### src/rtl/react_timing_sequencer.sv
// react_timing_sequencer: event pulse generator for the reaction-test FSM.
// Turns a debounced button pulse plus the current machine state into
// one-cycle action/start/cleared/react/overflow pulses, generates the
// pseudo-random pre-start delay and measures the reaction time in ms.
// Ports:
//   clk, rstn        clock, synchronous active-low reset
//   btn_pulse        debounced one-cycle button press
//   machine_state    IDLE=0 WAIT=1 CLR_CNT1=2 START=3 STORAGE=4
//                    CLR_CNT2=5 AVERAGE=6 COMPARE=7
//   signal_*         registered one-cycle event pulses
//   react_time       measured reaction time in ms (saturates at MAX_MS)
// Optional build macro FALSE_START_EN: a press during the pre-start delay
// ends it at once and forces an overflow on the following START.
module react_timing_sequencer #(
    parameter int CLK_PER_MS   = 12000,
    parameter int MIN_DELAY_MS = 1000,
    parameter int RAND_BITS    = 11,
    parameter int MAX_MS       = 999
) (
    input  logic       clk,
    input  logic       rstn,
    input  logic       btn_pulse,
    input  logic [2:0] machine_state,
    output logic       signal_action,
    output logic       signal_start,
    output logic       signal_cleared,
    output logic       signal_react,
    output logic       signal_overflow,
    output logic [9:0] react_time
);

    localparam int PW = $clog2(CLK_PER_MS + 1);
    localparam int DW = $clog2(MIN_DELAY_MS + (1 << RAND_BITS) + 1);

    localparam logic [2:0] ST_IDLE     = 3'd0;
    localparam logic [2:0] ST_WAIT     = 3'd1;
    localparam logic [2:0] ST_CLR_CNT1 = 3'd2;
    localparam logic [2:0] ST_START    = 3'd3;
    localparam logic [2:0] ST_STORAGE  = 3'd4;
    localparam logic [2:0] ST_CLR_CNT2 = 3'd5;
    localparam logic [2:0] ST_AVERAGE  = 3'd6;

    localparam logic [PW-1:0] PRE_TOP = PW'(CLK_PER_MS - 1);
    localparam logic [9:0]    RT_MAX  = 10'(MAX_MS);
    localparam logic [DW-1:0] DLY_MIN = DW'(MIN_DELAY_MS);

    typedef enum logic [1:0] {P_IDLE, P_DELAY, P_TIMING} phase_t;

    phase_t        phase_q, phase_d;
    logic [2:0]    prev_q;
    logic          fired_q, fired_d;
    logic [15:0]   lfsr_q;
    logic [PW-1:0] presc_q, presc_d;
    logic [DW-1:0] delay_q, delay_d;
    logic [9:0]    rt_d, rt_inc;
    logic          act_d, start_d, clr_d, react_d, ovf_d;
    logic          chg, fired_v, tick, dly_done;
`ifdef FALSE_START_EN
    logic          fs_q, fs_d;
`endif

    always_comb begin
        // A new visit starts whenever the state code differs from last cycle
        chg      = machine_state != prev_q;
        fired_v  = fired_q && !chg;
        tick     = presc_q == PRE_TOP;
        rt_inc   = (react_time >= RT_MAX) ? RT_MAX : react_time + 10'd1;
        dly_done = 1'b0;
        phase_d  = chg ? P_IDLE : phase_q;
        fired_d  = fired_v;
        presc_d  = tick ? '0 : presc_q + PW'(1);
        delay_d  = delay_q;
        rt_d     = react_time;
        act_d    = 1'b0;
        start_d  = 1'b0;
        clr_d    = 1'b0;
        react_d  = 1'b0;
        ovf_d    = 1'b0;
`ifdef FALSE_START_EN
        fs_d     = fs_q;
`endif
        case (machine_state)
            ST_IDLE, ST_STORAGE, ST_AVERAGE: begin
                if (btn_pulse && !fired_v) begin
                    act_d   = 1'b1;
                    fired_d = 1'b1;
                end
            end
            ST_WAIT: begin
                if (chg) begin
                    phase_d = P_DELAY;
                    presc_d = '0;
                    delay_d = DLY_MIN + DW'(lfsr_q[RAND_BITS-1:0]);
`ifdef FALSE_START_EN
                    fs_d    = 1'b0;
`endif
                end else if (phase_q == P_DELAY) begin
                    if (tick && delay_q != '0)
                        delay_d = delay_q - DW'(1);
                    // Last ms tick fires start directly so the pulse lands
                    // exactly delay_ms * CLK_PER_MS cycles after entry
                    dly_done = (delay_q == '0) ||
                               (tick && delay_q == DW'(1));
`ifdef FALSE_START_EN
                    if (btn_pulse) begin
                        dly_done = 1'b1;
                        fs_d     = 1'b1;
                    end
`endif
                    if (dly_done) begin
                        start_d = 1'b1;
                        fired_d = 1'b1;
                        phase_d = P_IDLE;
                    end
                end
            end
            ST_CLR_CNT1, ST_CLR_CNT2: begin
                rt_d    = '0;
                presc_d = '0;
                if (chg) begin
                    clr_d   = 1'b1;
                    fired_d = 1'b1;
                end
            end
            ST_START: begin
                if (chg) begin
                    phase_d = P_TIMING;
                    presc_d = '0;
`ifdef FALSE_START_EN
                    fs_d    = 1'b0;
                    if (fs_q) begin
                        rt_d    = RT_MAX;
                        ovf_d   = 1'b1;
                        fired_d = 1'b1;
                        phase_d = P_IDLE;
                    end
`endif
                end else if (phase_q == P_TIMING) begin
                    if (tick)
                        rt_d = rt_inc;
                    // A press on the saturating tick counts as a reaction
                    if (btn_pulse) begin
                        react_d = 1'b1;
                        fired_d = 1'b1;
                        phase_d = P_IDLE;
                    end else if (tick && rt_inc == RT_MAX) begin
                        ovf_d   = 1'b1;
                        fired_d = 1'b1;
                        phase_d = P_IDLE;
                    end
                end
            end
            default: ;
        endcase
    end

    always_ff @(posedge clk) begin
        if (!rstn) begin
            phase_q         <= P_IDLE;
            prev_q          <= ST_IDLE;
            fired_q         <= 1'b0;
            lfsr_q          <= 16'hACE1;
            presc_q         <= '0;
            delay_q         <= '0;
            react_time      <= '0;
            signal_action   <= 1'b0;
            signal_start    <= 1'b0;
            signal_cleared  <= 1'b0;
            signal_react    <= 1'b0;
            signal_overflow <= 1'b0;
`ifdef FALSE_START_EN
            fs_q            <= 1'b0;
`endif
        end else begin
            phase_q         <= phase_d;
            prev_q          <= machine_state;
            fired_q         <= fired_d;
            lfsr_q          <= {lfsr_q[14:0],
                                lfsr_q[15] ^ lfsr_q[13] ^
                                lfsr_q[12] ^ lfsr_q[10]};
            presc_q         <= presc_d;
            delay_q         <= delay_d;
            react_time      <= rt_d;
            signal_action   <= act_d;
            signal_start    <= start_d;
            signal_cleared  <= clr_d;
            signal_react    <= react_d;
            signal_overflow <= ovf_d;
`ifdef FALSE_START_EN
            fs_q            <= fs_d;
`endif
        end
    end

endmodule
### config.mk
export PLATFORM = sky130hd
export DESIGN_NAME = react_timing_sequencer
export DESIGN_NICKNAME = d
export VERILOG_FILES = /design/src/rtl/react_timing_sequencer.sv
export SDC_FILE = /design/constraint.sdc
export NUM_CORES = 1
export LEC_CHECK = 0
export ABC_AREA = 1
export BUFFER_PORTS_ARGS = -buffer_cell sky130_fd_sc_hd__buf_4
export CAP_MARGIN = 20
export CORE_MARGIN = 10
export CORE_UTILIZATION = 45
export DETAILED_ROUTE_END_ITERATION = 16
export GPL_ROUTABILITY_DRIVEN = 1
export PLACE_DENSITY = 0.73
export SLEW_MARGIN = 15
export SYNTH_ARGS = -nofsm -noshare
export SYNTH_HDL_FRONTEND = slang
export SYNTH_SLANG_ARGS = --single-unit
### constraint.sdc
create_clock -name clk -period 4.4 [get_ports clk]
set_input_delay 0.22 -clock clk [delete_from_list [all_inputs] [get_ports clk]]
set_output_delay 0.22 -clock clk [all_outputs]
set_load 0.05 [all_outputs]
# [After elaboration in Yosys (flattened, before gate mapping)]
# Cells that the tools add are included.
[classes] n_addsub=4 order_cmp=1 n_eq_ne=15 mux=35 bitwise=8 n_reduce_logical=24
[op_table] cell="two-way mux 10 bit" count=4
[op_table] cell="two-way mux 12 bit" count=3
[op_table] cell="two-way mux 14 bit" count=2
[op_table] cell="case mux 14 bit (2 select lines)" count=1
[op_table] cell="case mux 10 bit (2 select lines)" count=1
[op_table] cell="two-way mux 2 bit" count=8
[op_table] cell="adder 14 x 1 -> 14 bit, second input constant" count=1
[op_table] cell="== test 14 bit, second input constant" count=1
[op_table] cell="two-way mux 1 bit" count=14
[op_table] cell="adder 10 x 11 -> 12 bit, first input constant" count=1
[op_table] cell="== test 12 x 1 -> 1 bit, second input constant" count=1
[op_table] cell="zero test 12 bit" count=1
[op_table] cell="nonzero test 12 bit" count=1
[op_table] cell="subtractor 12 x 1 -> 12 bit, second input constant" count=1
[op_table] cell="adder 10 x 1 -> 10 bit, second input constant" count=1
[op_table] cell="== test 10 bit, second input constant" count=1
[op_table] cell=">= comparator 10 bit, second input constant" count=1
[op_table] cell="== test 3 bit, second input constant" count=3
[op_table] cell="OR reduction 4 bit" count=2
[op_table] cell="== test 3 x 2 -> 1 bit, second input constant" count=2
[op_table] cell="!= test 2 bit, second input constant" count=3
[op_table] cell="nonzero test 2 bit" count=3
[op_table] cell="logical AND 1 bit" count=5
[op_table] cell="inverter 1 bit" count=5
[op_table] cell="16 further kinds" count=21
[totals] ff_bits=63 inputBits=6

# [Logic depth before layout (Yosys ltp)]
[logic_depth] ltp_word=9 ltp_mapped=14

# [Worst setup path before layout]
# Ideal clock, no wire load.
[synth_timing] path_kind="register to register" from="reg react_time[0]" to="reg fired_q" setup_ps=70 t_arrival_ps=2021 required_ps=4330 setup_slack_ps=2308 path_stages_with_launch=15 synth_period_minus_slack_ps=2092 path_cell_list="dfxtp_1 > ha_1 > nand2_1 > nand2_1 > nand3_2 > buf_6 > nand2_1 > nand3_1 > nor2_1 > nand3_1 > nand2_1 > nand2_1 > nand2_1 > nand2_1 > a21oi_1"
[synth_via] elab_chain_len=9 word_cells_on_any_way=10 cone_classes="add/sub: 1; order compare: 1; eq/ne: 1; mux: 6; reduce/logical: 1"
[synth_lines] item="start, declared" line_no="29" rtl="output logic [9:0] react_time"
[synth_lines] item="start signal, assigned" line_no="183" rtl="react_time <= rt_d;"
[synth_lines] item="adder 10 x 1 -> 10 bit or >= comparator 10 bit (tied branches)" line_no="67" rtl="rt_inc = (react_time >= RT_MAX) ? RT_MAX : react_time + 10'd1;"
[synth_lines] item="two-way mux 10 bit (*)" line_no="67"
[synth_lines] item="== test 10 bit (*)" line_no="146" rtl="end else if (tick && rt_inc == RT_MAX) begin"
[synth_lines] item="logical AND 1 bit (*)" line_no="146"
[synth_lines] item="two-way mux 1 bit (*)" line_no="146"
[synth_lines] item="two-way mux 1 bit (*)" line_no="142" rtl="if (btn_pulse) begin"
[synth_lines] item="two-way mux 1 bit (*)" line_no="138" rtl="end else if (phase_q == P_TIMING) begin"
[synth_lines] item="two-way mux 1 bit (*)" line_no="126" rtl="if (chg) begin"
[synth_lines] item="case mux 1 bit (4 select lines) (*)" line_no="82" rtl="case (machine_state)"
[synth_lines] item="end signal, assigned" line_no="177" rtl="fired_q <= fired_d;"
[synth_lines] item="end, declared" line_no="51" rtl="logic fired_q, fired_d;"
# Every way passes the cells marked *; elsewhere a longest branch is shown, timed or not.
# A chain may end at the register's enable or synchronous reset.

# [Final worst setup path]
# Same ends and word-level chain as after synthesis.

==> results.cfg <==
[grt]
grt_max_degree = 29
grtUsageTotal_pct = 12.7
antenna_found_initial = 0
grt_use_met3_pct = 2.98
met1_usage_pct = 14.9
grt.busiest_layer = met2
grt_use_met2_pct = 20.9
grt_pass1_wl_um = 11900
overflow = 0
grt_pass1_vias = 2677

[worst_setup_path]
path_max_fanout = 12
r2r_start = react_time[0]$_SDFFE_PN0P_
ff2ff_path_depth = 13
crit_path_start = react_time[0]$_SDFFE_PN0P_
path_class = flip-flop to flip-flop
rrSetupSlack_ns = 2.30
critPathCaptureType = flip-flop
crit_arrival_ns = 2.37
cp.required_ns = 4.67
r2r_end = fired_q$_SDFF_PN0_
critPathLaunchType = flip-flop

[logic_synthesis]
syn_avg_cell_area_um2 = 7.27
synth_cells = 450
synth_cell_types = 39
synth.area.top_cells = dfxtp_1, nand2_1, inv_1
ys_seq_area_share_pct = 38.5
ys.warnings.count = 0
netlist_area_um2 = 3270
synth_area_leader_cell = dfxtp_1
ys_seq_elements = 63
yosys.area.top_type_share_pct = 38.5
synthesis.nets = 461

[final_layout]
drive_above_1_share_pct = 15.7
synthToLayoutAreaGrowth_pct = 12.3
final_nets = 478
fill_cells = 687
fin_cells = 571
post-route-util_pct = 51.2
final_common_cell = nand2_1
diodes = 0
final_cell_mix = nand2_1, dfxtp_1, inv_1

[clock_tree]
clockBufferDepth = 2
cts_buffers = 9
cts.sinks = 63
root_buffer = clkbuf_8
htree_levels = 3
clk_latency_ns = 0.34
cts_tree = yes
ctsHoldBuffers = 0
post-cts-setup-buffers = 0
path_clk_slew_ns = 0.08
post_cts_resized = 0

[placed_design]
hpwl_um = 4950
place_inst = 555
port_buffers = 20
dp_slack_ns = 2.31
routabilityCongestion = 0.819

[routing]
ant_nets = 0
viasPerCell = 4.98
wl_per_cell_um = 12.1
routed_wirelength_um = 6910
drtIter0Drc = 146
dr.pass1.iters = 4
drc_errors = 0
via_count = 2841

[timing]
finalHoldViolCount = 0
fin_crit_ns = 2.10
worst_pin_slew_ns = 0.804
slew_viol_final = 0
setup_violations = 0
clock-skew-final_ns = 0.0112
fin_hold_ws_ns = 0.0511
rsz0062_at_grt = no
tns_ns = 0
max_freq_mhz = 475
max_slew_margin_pct = 46.4
post-route-period-util_pct = 47.8
setup_ws_ns = 2.30

[die]
chipWidth_um = 105
dieArea_um2 = 11100
row_count = 31
start_util_pct = 45.6
fp.dieH_um = 105
ios = 21
coreArea_um2 = 7180

[min_path]
min_to = signal_overflow$_SDFF_PP0_
min_path_type = input port to flip-flop
hold_start = btn_pulse
worstHoldPathCells = 2

[power]
ir_worst_vdd_mv = 0.161
leakage_nw = 1.61
powerDensity_nw_per_um2 = 364

[status]
status = finished clean

[job]
drv_cap = 0
==> worst max-delay path, stage by stage, from the launching register on <==
cell,delay [ns]
dfxtp_1,0.45
ha_1,0.28
nand2_1,0.10
nand2_1,0.10
nand3_2,0.23
nand3_1,0.23
nand3_1,0.10
nor2_1,0.11
nand3_1,0.08
nand2_1,0.06
nand2_1,0.06
nand2_1,0.06
nand2_1,0.04
a21oi_1,0.13
==> cells in the mapped netlist <==
library cell and n:
nor2_2 3, nor4_2 1, nor2_8 2, nor3b_2 1, inv_1 54, or2_2 5
nor3_1 7, nor3b_1 1, buf_6 2, buf_2 3, nor4_1 2, o211ai_1 2
nand3_2 1, dfxtp_1 63, o21a_1 2, a31oi_1 13, nand4_1 8, ha_1 5
inv_2 5, nand3b_1 2, nand2_1 94, clkinv_1 1, and3_1 2, o21ai_2 2
xnor2_1 9, o21ai_0 25, buf_8 1, inv_4 2, nor2_4 4, clkbuf_1 5
buf_4 3, nand3_1 24, a211oi_2 7, xor2_1 6, a21oi_1 26, nor2_1 52
nor3_2 2, nand2_2 2, nand2_4 1
==> registers in the layout, indices dropped and copies added (netlist names) <==
| register | cells |
|---|---|
| delay_q | 12 |
| fired_q | 1 |
| lfsr_q | 16 |
| phase_q | 2 |
| presc_q | 14 |
| prev_q | 3 |
| react_time | 10 |
| signal_action | 1 |
| signal_cleared | 1 |
| signal_overflow | 1 |
| signal_react | 1 |
| signal_start | 1 |
==> worst max path at each step <==
| stage | slack [ns] | cells past startpoint | end |
|---|---|---|---|
| final | 2.30 | 13 | fired_q$_SDFF_PN0_ |
| after CTS | 2.30 | 10 | delay_q[11]$_SDFFE_PN0P_ |
| after global placement | 2.36 | 11 | react_time[6]$_SDFFE_PN0P_ |
| after floorplan | 2.31 | 14 | fired_q$_SDFF_PN0_ |
| after detailed placement | 2.31 | 10 | delay_q[8]$_SDFFE_PN0P_ |
| after global routing | 2.02 | 13 | fired_q$_SDFF_PN0_ |
==> stage by stage <==
step	power, mW	area (µm²)
2_1_floorplan	0.757	3270
4_1_cts	1.35	3670
3_3_place_gp	0.788	3450
5_1_grt	1.39	3670
6_report	1.34	3670
3_5_place_dp	0.791	3450
==> where the power goes <==
| group | internal, mW | switching, mW |
|---|---|---|
| clock network | 0.319 | 0.238 |
| logic | 0.0562 | 0.108 |
| registers | 0.594 | 0.0205 |
| total | 0.970 | 0.367 |
==> cell families (layout without fill, tap and decap cells) <==
logic type,after synthesis,after routing,synth area share (%)
AND/OR/NAND/NOR,214,214,31.0
AO/OA/AOI/OAI,77,77,14.4
buffers and inverters,76,98,10.1
flip-flops,63,63,38.5
XOR/XNOR,15,15,4.01
adder cells (fa/ha/maj),5,5,1.91
==> metal layers <==
| metal | vias up | part of all wire (%) |
|---|---|---|
| li1 | 1492 | - |
| met1 | 1285 | 47 |
| met2 | 51 | 47 |
| met3 | 13 | 4.2 |
| met4 | 0 | 2.3 |
| met5 | - | 0 |
==> final cells by class <==
cell class,instances,area (µm²),area share [%]
Multi-Input combinational cell,311,1680,45.7
Timing Repair Buffer,20,150,4.09
Clock buffer,9,124,3.37
Sequential cell,63,1260,34.3
Clock inverter,7,97.6,2.66
Tap cell,99,124,3.37
Inverter,62,238,6.47
No activity file was read; power rests on OpenSTA's default activity.
